`src/rtl/sort_job_ctrl_pkg.sv`:
```
// ---------------------------------------------------------------------------
// sort_pkg
//   Shared types and defaults for the sorter job controller slice.
//   - ctrl_state_e : admission/quiesce FSM states
//   - DEF_*        : default geometry of the odd-even transposition sorter
//   - sort_lat()   : sorter latency as a function of lane count (input
//                    register plus one compare-exchange stage per lane)
//   - occ_bits()   : width needed to hold a count in the range 0..max_val
// ---------------------------------------------------------------------------
package sort_pkg;

  typedef enum logic [1:0] {
    ST_RUN   = 2'd0,
    ST_DRAIN = 2'd1,
    ST_HALT  = 2'd2
  } ctrl_state_e;

  localparam int DEF_N     = 8;
  localparam int DEF_K     = 8;
  localparam int DEF_TAG_W = 4;

  function automatic int sort_lat(input int n);
    return n + 1;
  endfunction

  localparam int DEF_SORT_LAT = sort_lat(DEF_N);

  function automatic int occ_bits(input int max_val);
    return (max_val < 1) ? 1 : $clog2(max_val + 1);
  endfunction

endpackage

```
`src/rtl/sort_job_ctrl_res_fifo.sv`:
```
// ---------------------------------------------------------------------------
// sort_res_fifo
//   Synchronous result FIFO (first-word fall-through). The head entry is
//   visible on rd_data whenever count != 0 and reads as zero when empty, so
//   the master port shows zero data while idle.
//
// Ports
//   clk, rst  : clock, synchronous active-high reset (pointers/count only;
//               storage is not reset because it is never read while empty)
//   wr_en     : push wr_data (caller guarantees the FIFO is not full)
//   wr_data   : entry to push
//   rd_en     : pop the head entry (ignored when empty)
//   rd_data   : head entry, zero when empty
//   count     : number of stored entries, 0..DEPTH
// ---------------------------------------------------------------------------
module sort_res_fifo
  import sort_pkg::*;
#(
  parameter int WIDTH    = 72,
  parameter int DEPTH    = 16,
  parameter int CNT_BITS = occ_bits(DEPTH)
) (
  input  logic                clk,
  input  logic                rst,
  input  logic                wr_en,
  input  logic [WIDTH-1:0]    wr_data,
  input  logic                rd_en,
  output logic [WIDTH-1:0]    rd_data,
  output logic [CNT_BITS-1:0] count
);

  localparam int PTR_W = (DEPTH > 1) ? $clog2(DEPTH) : 1;

  logic [WIDTH-1:0]    mem [DEPTH];
  logic [PTR_W-1:0]    wr_ptr;
  logic [PTR_W-1:0]    rd_ptr;
  logic [CNT_BITS-1:0] cnt;
  logic                not_empty;
  logic                rd_ok;

  // Pointer advance with explicit wrap so DEPTH need not be a power of two.
  function automatic logic [PTR_W-1:0] ptr_inc(input logic [PTR_W-1:0] p);
    if (p == PTR_W'(DEPTH - 1)) begin
      return '0;
    end
    return p + 1'b1;
  endfunction

  assign not_empty = (cnt != '0);
  assign rd_ok     = rd_en & not_empty;

  always_ff @(posedge clk) begin
    if (rst) begin
      wr_ptr <= '0;
      rd_ptr <= '0;
      cnt    <= '0;
    end else begin
      if (wr_en) begin
        wr_ptr <= ptr_inc(wr_ptr);
      end
      if (rd_ok) begin
        rd_ptr <= ptr_inc(rd_ptr);
      end
      cnt <= cnt + CNT_BITS'(wr_en) - CNT_BITS'(rd_ok);
    end
  end

  always_ff @(posedge clk) begin
    if (wr_en) begin
      mem[wr_ptr] <= wr_data;
    end
  end

  assign rd_data = not_empty ? mem[rd_ptr] : '0;
  assign count   = cnt;

endmodule

```
`src/rtl/sort_job_ctrl.sv`:
```
// ---------------------------------------------------------------------------
// sort_job_ctrl
//   Job controller wrapped around a fixed-latency, non-stallable pipelined
//   sorter. Jobs enter on a valid/ready slave port and are launched straight
//   into the sorter; a valid/tag shift register follows each job down the
//   pipe so its result can be captured into a local FIFO exactly SORT_LAT
//   edges later. Because the sorter cannot be stalled, a job is admitted
//   only if a FIFO slot is already reserved for it (credit = in-flight jobs
//   plus stored results must stay below OUT_DEPTH). A RUN/DRAIN/HALT FSM
//   lets software stop admission and wait for the pipe and FIFO to empty.
//
// Ports
//   clk, rst            : clock, synchronous active-high reset
//   s_valid/s_ready     : job handshake; s_data unsorted vector, s_tag tag
//   srt_in              : vector to sorter (zero unless a job is accepted)
//   srt_out             : sorter output, valid SORT_LAT edges after launch
//   m_valid/m_ready     : result handshake; m_data sorted vector, m_tag tag
//   drain_req           : stop admission and empty the pipe (level or pulse)
//   resume              : leave HALT (pulse)
//   halted              : high while in HALT
//   busy                : jobs in flight or results still stored
//   jobs_done           : results popped on the master port, wraps
// ---------------------------------------------------------------------------
module sort_job_ctrl
  import sort_pkg::*;
#(
  parameter int N         = DEF_N,
  parameter int K         = DEF_K,
  parameter int SORT_LAT  = sort_lat(N),
  parameter int OUT_DEPTH = 16,
  parameter int TAG_W     = DEF_TAG_W,
  parameter int CNT_W     = 16
) (
  input  logic               clk,
  input  logic               rst,
  input  logic               s_valid,
  output logic               s_ready,
  input  logic [N*K-1:0]     s_data,
  input  logic [TAG_W-1:0]   s_tag,
  output logic [N*K-1:0]     srt_in,
  input  logic [N*K-1:0]     srt_out,
  output logic               m_valid,
  input  logic               m_ready,
  output logic [N*K-1:0]     m_data,
  output logic [TAG_W-1:0]   m_tag,
  input  logic               drain_req,
  input  logic               resume,
  output logic               halted,
  output logic               busy,
  output logic [CNT_W-1:0]   jobs_done
);

  localparam int VEC_W  = N * K;
  localparam int FIFO_W = VEC_W + TAG_W;
  localparam int FCNT_W = occ_bits(OUT_DEPTH);
  // One spare bit so inflight + fifo_count can never wrap in the compare.
  localparam int OCC_W  = occ_bits(OUT_DEPTH + SORT_LAT) + 1;

  ctrl_state_e         state;
  ctrl_state_e         state_nxt;

  logic                accept;
  logic                retire;
  logic                pop;
  logic                credit_ok;
  logic                pipe_empty;

  logic [SORT_LAT-1:0] vld_sr;
  logic [TAG_W-1:0]    tag_sr [SORT_LAT];

  logic [OCC_W-1:0]    inflight;
  logic [FCNT_W-1:0]   fifo_count;
  logic [CNT_W-1:0]    jobs_cnt;

  logic [FIFO_W-1:0]   fifo_wr_data;
  logic [FIFO_W-1:0]   fifo_rd_data;

  // -------------------------------------------------------------------------
  // Admission: credits come from registered counters only, so a pop in this
  // cycle frees its slot one cycle later and m_ready never reaches s_ready.
  // -------------------------------------------------------------------------
  assign credit_ok = (inflight + OCC_W'(fifo_count)) < OCC_W'(OUT_DEPTH);
  assign s_ready   = (state == ST_RUN) & credit_ok;
  assign accept    = s_valid & s_ready;
  assign srt_in    = accept ? s_data : '0;

  // -------------------------------------------------------------------------
  // Tracker: slot 0 is loaded on the launch edge alongside the sorter input
  // register; the last slot lines up with srt_out, so its valid bit is the
  // retire strobe for the FIFO write.
  // -------------------------------------------------------------------------
  always_ff @(posedge clk) begin
    if (rst) begin
      vld_sr <= '0;
      for (int i = 0; i < SORT_LAT; i++) begin
        tag_sr[i] <= '0;
      end
    end else begin
      vld_sr[0] <= accept;
      tag_sr[0] <= s_tag;
      for (int i = 1; i < SORT_LAT; i++) begin
        vld_sr[i] <= vld_sr[i-1];
        tag_sr[i] <= tag_sr[i-1];
      end
    end
  end

  assign retire = vld_sr[SORT_LAT-1];

  // -------------------------------------------------------------------------
  // Capture: sorter result and its tag enter the result FIFO on retire.
  // -------------------------------------------------------------------------
  assign fifo_wr_data = {srt_out, tag_sr[SORT_LAT-1]};

  sort_res_fifo #(
    .WIDTH    (FIFO_W),
    .DEPTH    (OUT_DEPTH),
    .CNT_BITS (FCNT_W)
  ) u_res_fifo (
    .clk     (clk),
    .rst     (rst),
    .wr_en   (retire),
    .wr_data (fifo_wr_data),
    .rd_en   (pop),
    .rd_data (fifo_rd_data),
    .count   (fifo_count)
  );

  assign m_valid = (fifo_count != '0);
  assign pop     = m_valid & m_ready;
  assign m_data  = fifo_rd_data[FIFO_W-1:TAG_W];
  assign m_tag   = fifo_rd_data[TAG_W-1:0];

  // -------------------------------------------------------------------------
  // Occupancy and completion counters.
  // -------------------------------------------------------------------------
  always_ff @(posedge clk) begin
    if (rst) begin
      inflight <= '0;
      jobs_cnt <= '0;
    end else begin
      inflight <= inflight + OCC_W'(accept) - OCC_W'(retire);
      jobs_cnt <= jobs_cnt + CNT_W'(pop);
    end
  end

  assign pipe_empty = (inflight == '0) & (fifo_count == '0);
  assign busy       = ~pipe_empty;
  assign jobs_done  = jobs_cnt;

  // -------------------------------------------------------------------------
  // Quiesce FSM.
  // -------------------------------------------------------------------------
  always_ff @(posedge clk) begin
    if (rst) begin
      state <= ST_RUN;
    end else begin
      state <= state_nxt;
    end
  end

  always_comb begin
    state_nxt = state;
    halted    = 1'b0;
    unique case (state)
      ST_RUN: begin
        if (drain_req) begin
          state_nxt = ST_DRAIN;
        end
      end
      ST_DRAIN: begin
        if (pipe_empty) begin
          state_nxt = ST_HALT;
        end
      end
      ST_HALT: begin
        halted = 1'b1;
        // A still-asserted drain request holds the block quiesced.
        if (resume && !drain_req) begin
          state_nxt = ST_RUN;
        end
      end
      default: begin
        state_nxt = ST_RUN;
      end
    endcase
  end

endmodule

```
`config.mk`:
```
export PLATFORM = sky130hd
export DESIGN_NAME = sort_job_ctrl
export DESIGN_NICKNAME = d
export VERILOG_FILES = /design/src/rtl/sort_job_ctrl_pkg.sv /design/src/rtl/sort_job_ctrl_res_fifo.sv /design/src/rtl/sort_job_ctrl.sv
export SDC_FILE = /design/constraint.sdc
export NUM_CORES = 1
export LEC_CHECK = 0
export CORE_MARGIN = 2
export CORE_UTILIZATION = 55
export CTS_CLUSTER_SIZE = 16
export DETAILED_ROUTE_END_ITERATION = 12
export GPL_TIMING_DRIVEN = 0
export PLACE_DENSITY = 0.73
export SLEW_MARGIN = 10
export SYNTH_ARGS = -nofsm -noshare
export SYNTH_HDL_FRONTEND = slang
export SYNTH_SLANG_ARGS = --single-unit
```
`constraint.sdc`:
```
create_clock -name clk -period 7.55 [get_ports clk]
set_input_delay 1.51 -clock clk [delete_from_list [all_inputs] [get_ports clk]]
set_output_delay 1.51 -clock clk [all_outputs]
set_load 0.1 [all_outputs]
```
==> out/summary.txt <==
Pwr/cell area = 336.2 nW/um2
Wire per inst = 29.31 um
Yosys warnings = 0
Worst Setup Start Kind = flip-flop
DR WL met3 = 8979 um
Crit end category = output port
Post-synth EDFFs = 1088
Setup_tns = 0 ps
Setup Fix Bufs, Post-CTS = 0
Pre-antenna DRT Iters = 5
Chip width = 291.7 um
Die height = 291.7 um
RSZ-0062 raised after global routing = no
Status = completed
Rows = 105
Top cell type's share of synthesized area = 71.76%
Global Route Usage Sum = 26.02%
Max clock buf depth = 3
GP Congestion = 0.9157
Highest routed layer = met5
Kind of critical path = reg2out
Met2 WL = 55270 um
1st-iter DRT viols = 2631
Yosys top cell by area = edfxtp_1
Post-Layout Inst Area = 54120 um2
DP HPWL = 64380 um
Largest net degree at the start of global routing = 42
Final WS setup = 1622 ps
Final Skew = 19.86 ps
Vias post-DR = 23.40k
Critical-path maximum fanout = 10
Nets = 2751
Share of flip-flops with an asynchronous set or reset = 0%
Hold Worst Slack = 435.0 ps
Yosys cell types = 49
Number of global-route vias before repair = 24.14k
H-tree depth = 3
Syn avg cell area = 21.06 um2
Hold Path Class = reg2reg
Actual slew at the worst max-slew pin = 1146 ps
Final period util = 78.52%
Worst-path clk slew = 60 ps
Fillers = 5219
Initial antenna violation count = 8
F_max = 0.1687 GHz
Root buf cell = clkbuf_16
Area Overhead vs Synth = 18.89%
Post-Syn Instances = 2162
Tot Pwr = 18200 uW
Worst Path Arrival = 4420 ps
Main synth FF type = edfxtp_1
Die area = 85090 um2
Slew headroom = 23.35%
Placed Area = 50310 um2
CTS resizes = 0
Fin. Hold Viols = 0
Post-Syn Nets = 2327
Clk sink count = 1174
Layout cells sized above 1 = 21.27%
Port bufs = 289
CTS Hold Buffers Added = 0
Critical Path Max Stage Delay = 1230 ps
Max cap viols = 0
Slew Viols, Final = 0
Cell with the most instances after synthesis = edfxtp_1
Mapped cell area = 45530 um2
Seq cells post-synth = 1174
Placement Setup Slack = 1914 ps
Setup violations, final = 0
Core box area = 81980 um2
Pleak = 0.01711 uW
Routed wire length = 110100 um
Sequential element share of the synthesized area = 75.55%
Post-DRT Antenna Nets = 0
Critical-path cell list = buf_2, buf_4, clkbuf_1, mux4_2, mux2i_1, o22ai_1, clkdlybuf4s50_1
CTS buffer count = 113
I/O Pins = 290
Top post-synthesis cells by count = edfxtp_1, mux4_2, mux2i_1
Clk_lat worst skew = 680 ps
CTS tree = yes
Vias per cell = 6.230
Slowest cell on crit path = clkdlybuf4s50_1
Min Tclk post-route = 5928 ps
Global-route wire length before repair = 159500 um
Top post-synthesis cells by area = edfxtp_1, mux4_2, dfxtp_1
Critical Path RT = 6040 ps
Worst vdd ir = 347.8 uV
Wire length on met1 = 43000 um
Grt ovf = 0
Initial Util = 55.53%
DRC violations left = 0
## path summary, 6_finish.rpt
| path | from | end | cells after the start | slack [ps] |
|---|---|---|---|---|
| max | flip-flop | m_data[43] | 7 | 1620 |
| min | tag_sr[0][30] | tag_sr[0][34] | 1 | 430 |
| max reg2reg | inflight[1] | inflight[4] | 14 | 4190 |
| min reg2reg | tag_sr[0][30] | tag_sr[0][34] | 1 | 430 |
## layout by cell type, fill, tap and decap left out, types with 11 or more instances in the layout
cell type,Yosys,final
inv_1,91,91
o22ai_1,68,68
mux2i_1,137,137
and2_4,0,16
a21oi_1,14,14
edfxtp_1,1088,1088
a211oi_1,57,57
nand2_1,14,14
clkdlybuf4s50_1,0,289
buf_2,50,50
nor2b_1,53,53
clkbuf_16,0,115
nand3_1,14,14
clkinv_1,0,23
buf_16,0,15
clkinv_2,0,22
xnor2_1,11,11
buf_6,26,26
nor2_1,27,27
mux4_2,272,272
ha_1,25,25
clkbuf_1,35,60
dfxtp_1,86,86
bufinv_16,0,17
## metal layers
layer | up-vias | global-route usage (%)
met1 | 12260 | 35.36
met2 | 1247 | 43.76
li1 | 9717 | -
met3 | 163 | 4.514
met4 | 12 | 7.631
met5 | - | 0
## area by class of cell
type | instances | area [um2] | area share, %
Antenna cell | 2 | 5.005 | 0.009247
Buffer | 123 | 757.0 | 1.399
Clock buffer | 142 | 2999 | 5.541
Clock inverter | 71 | 809.5 | 1.496
Inverter | 91 | 341.6 | 0.6311
Multi-Input combinational cell | 774 | 10070 | 18.61
Sequential cell | 1174 | 34390 | 63.54
Tap cell | 1070 | 1339 | 2.474
Timing Repair Buffer | 309 | 3406 | 6.292
## worst max-delay path, delay by kind of cell, from the launching register on
family	cells	cell delay [ps]
muxes	2	430
buffers and inverters	4	2580
AOI/OAI and AO/OA	1	400
DFF	1	320
## power by group
group / total [uW] / internal, uW / switching, uW
clock: 5780 / 3390 / 2390
sequential: 7170 / 7130 / 34.8
combinational: 5250 / 1560 / 3690
## per-stage QoR
stage | std cells | util, %
CTS | 3754 | 66.02
global route | 3755 | 66.02
detailed placement | 3541 | 61.37
floorplan | 2162 | -
finish | 3756 | 66.02
global placement | 3521 | 60.70
## cell families after synthesis
family	count (synthesis)	synth area share, %
AO/OA/AOI/OAI	164	2.509
XOR/XNOR	17	0.3270
adder cells (fa/ha/maj)	27	0.7750
buffers and inverters	214	2.413
flip-flops	1174	75.55
multiplexers	411	16.52
AND/OR/NAND/NOR	155	1.913
## flip-flops by register name (all words and copies together), names as in the netlist, named ones only
| name | flops |
|---|---|
| u_res_fifo.mem | 1088 |
| tag_sr | 36 |
| jobs_done | 16 |
| vld_sr | 9 |
| inflight | 6 |
| u_res_fifo.count | 5 |
| u_res_fifo.rd_ptr | 4 |
| u_res_fifo.wr_ptr | 4 |
| state | 2 |
Power figures use the tool's default switching activity.
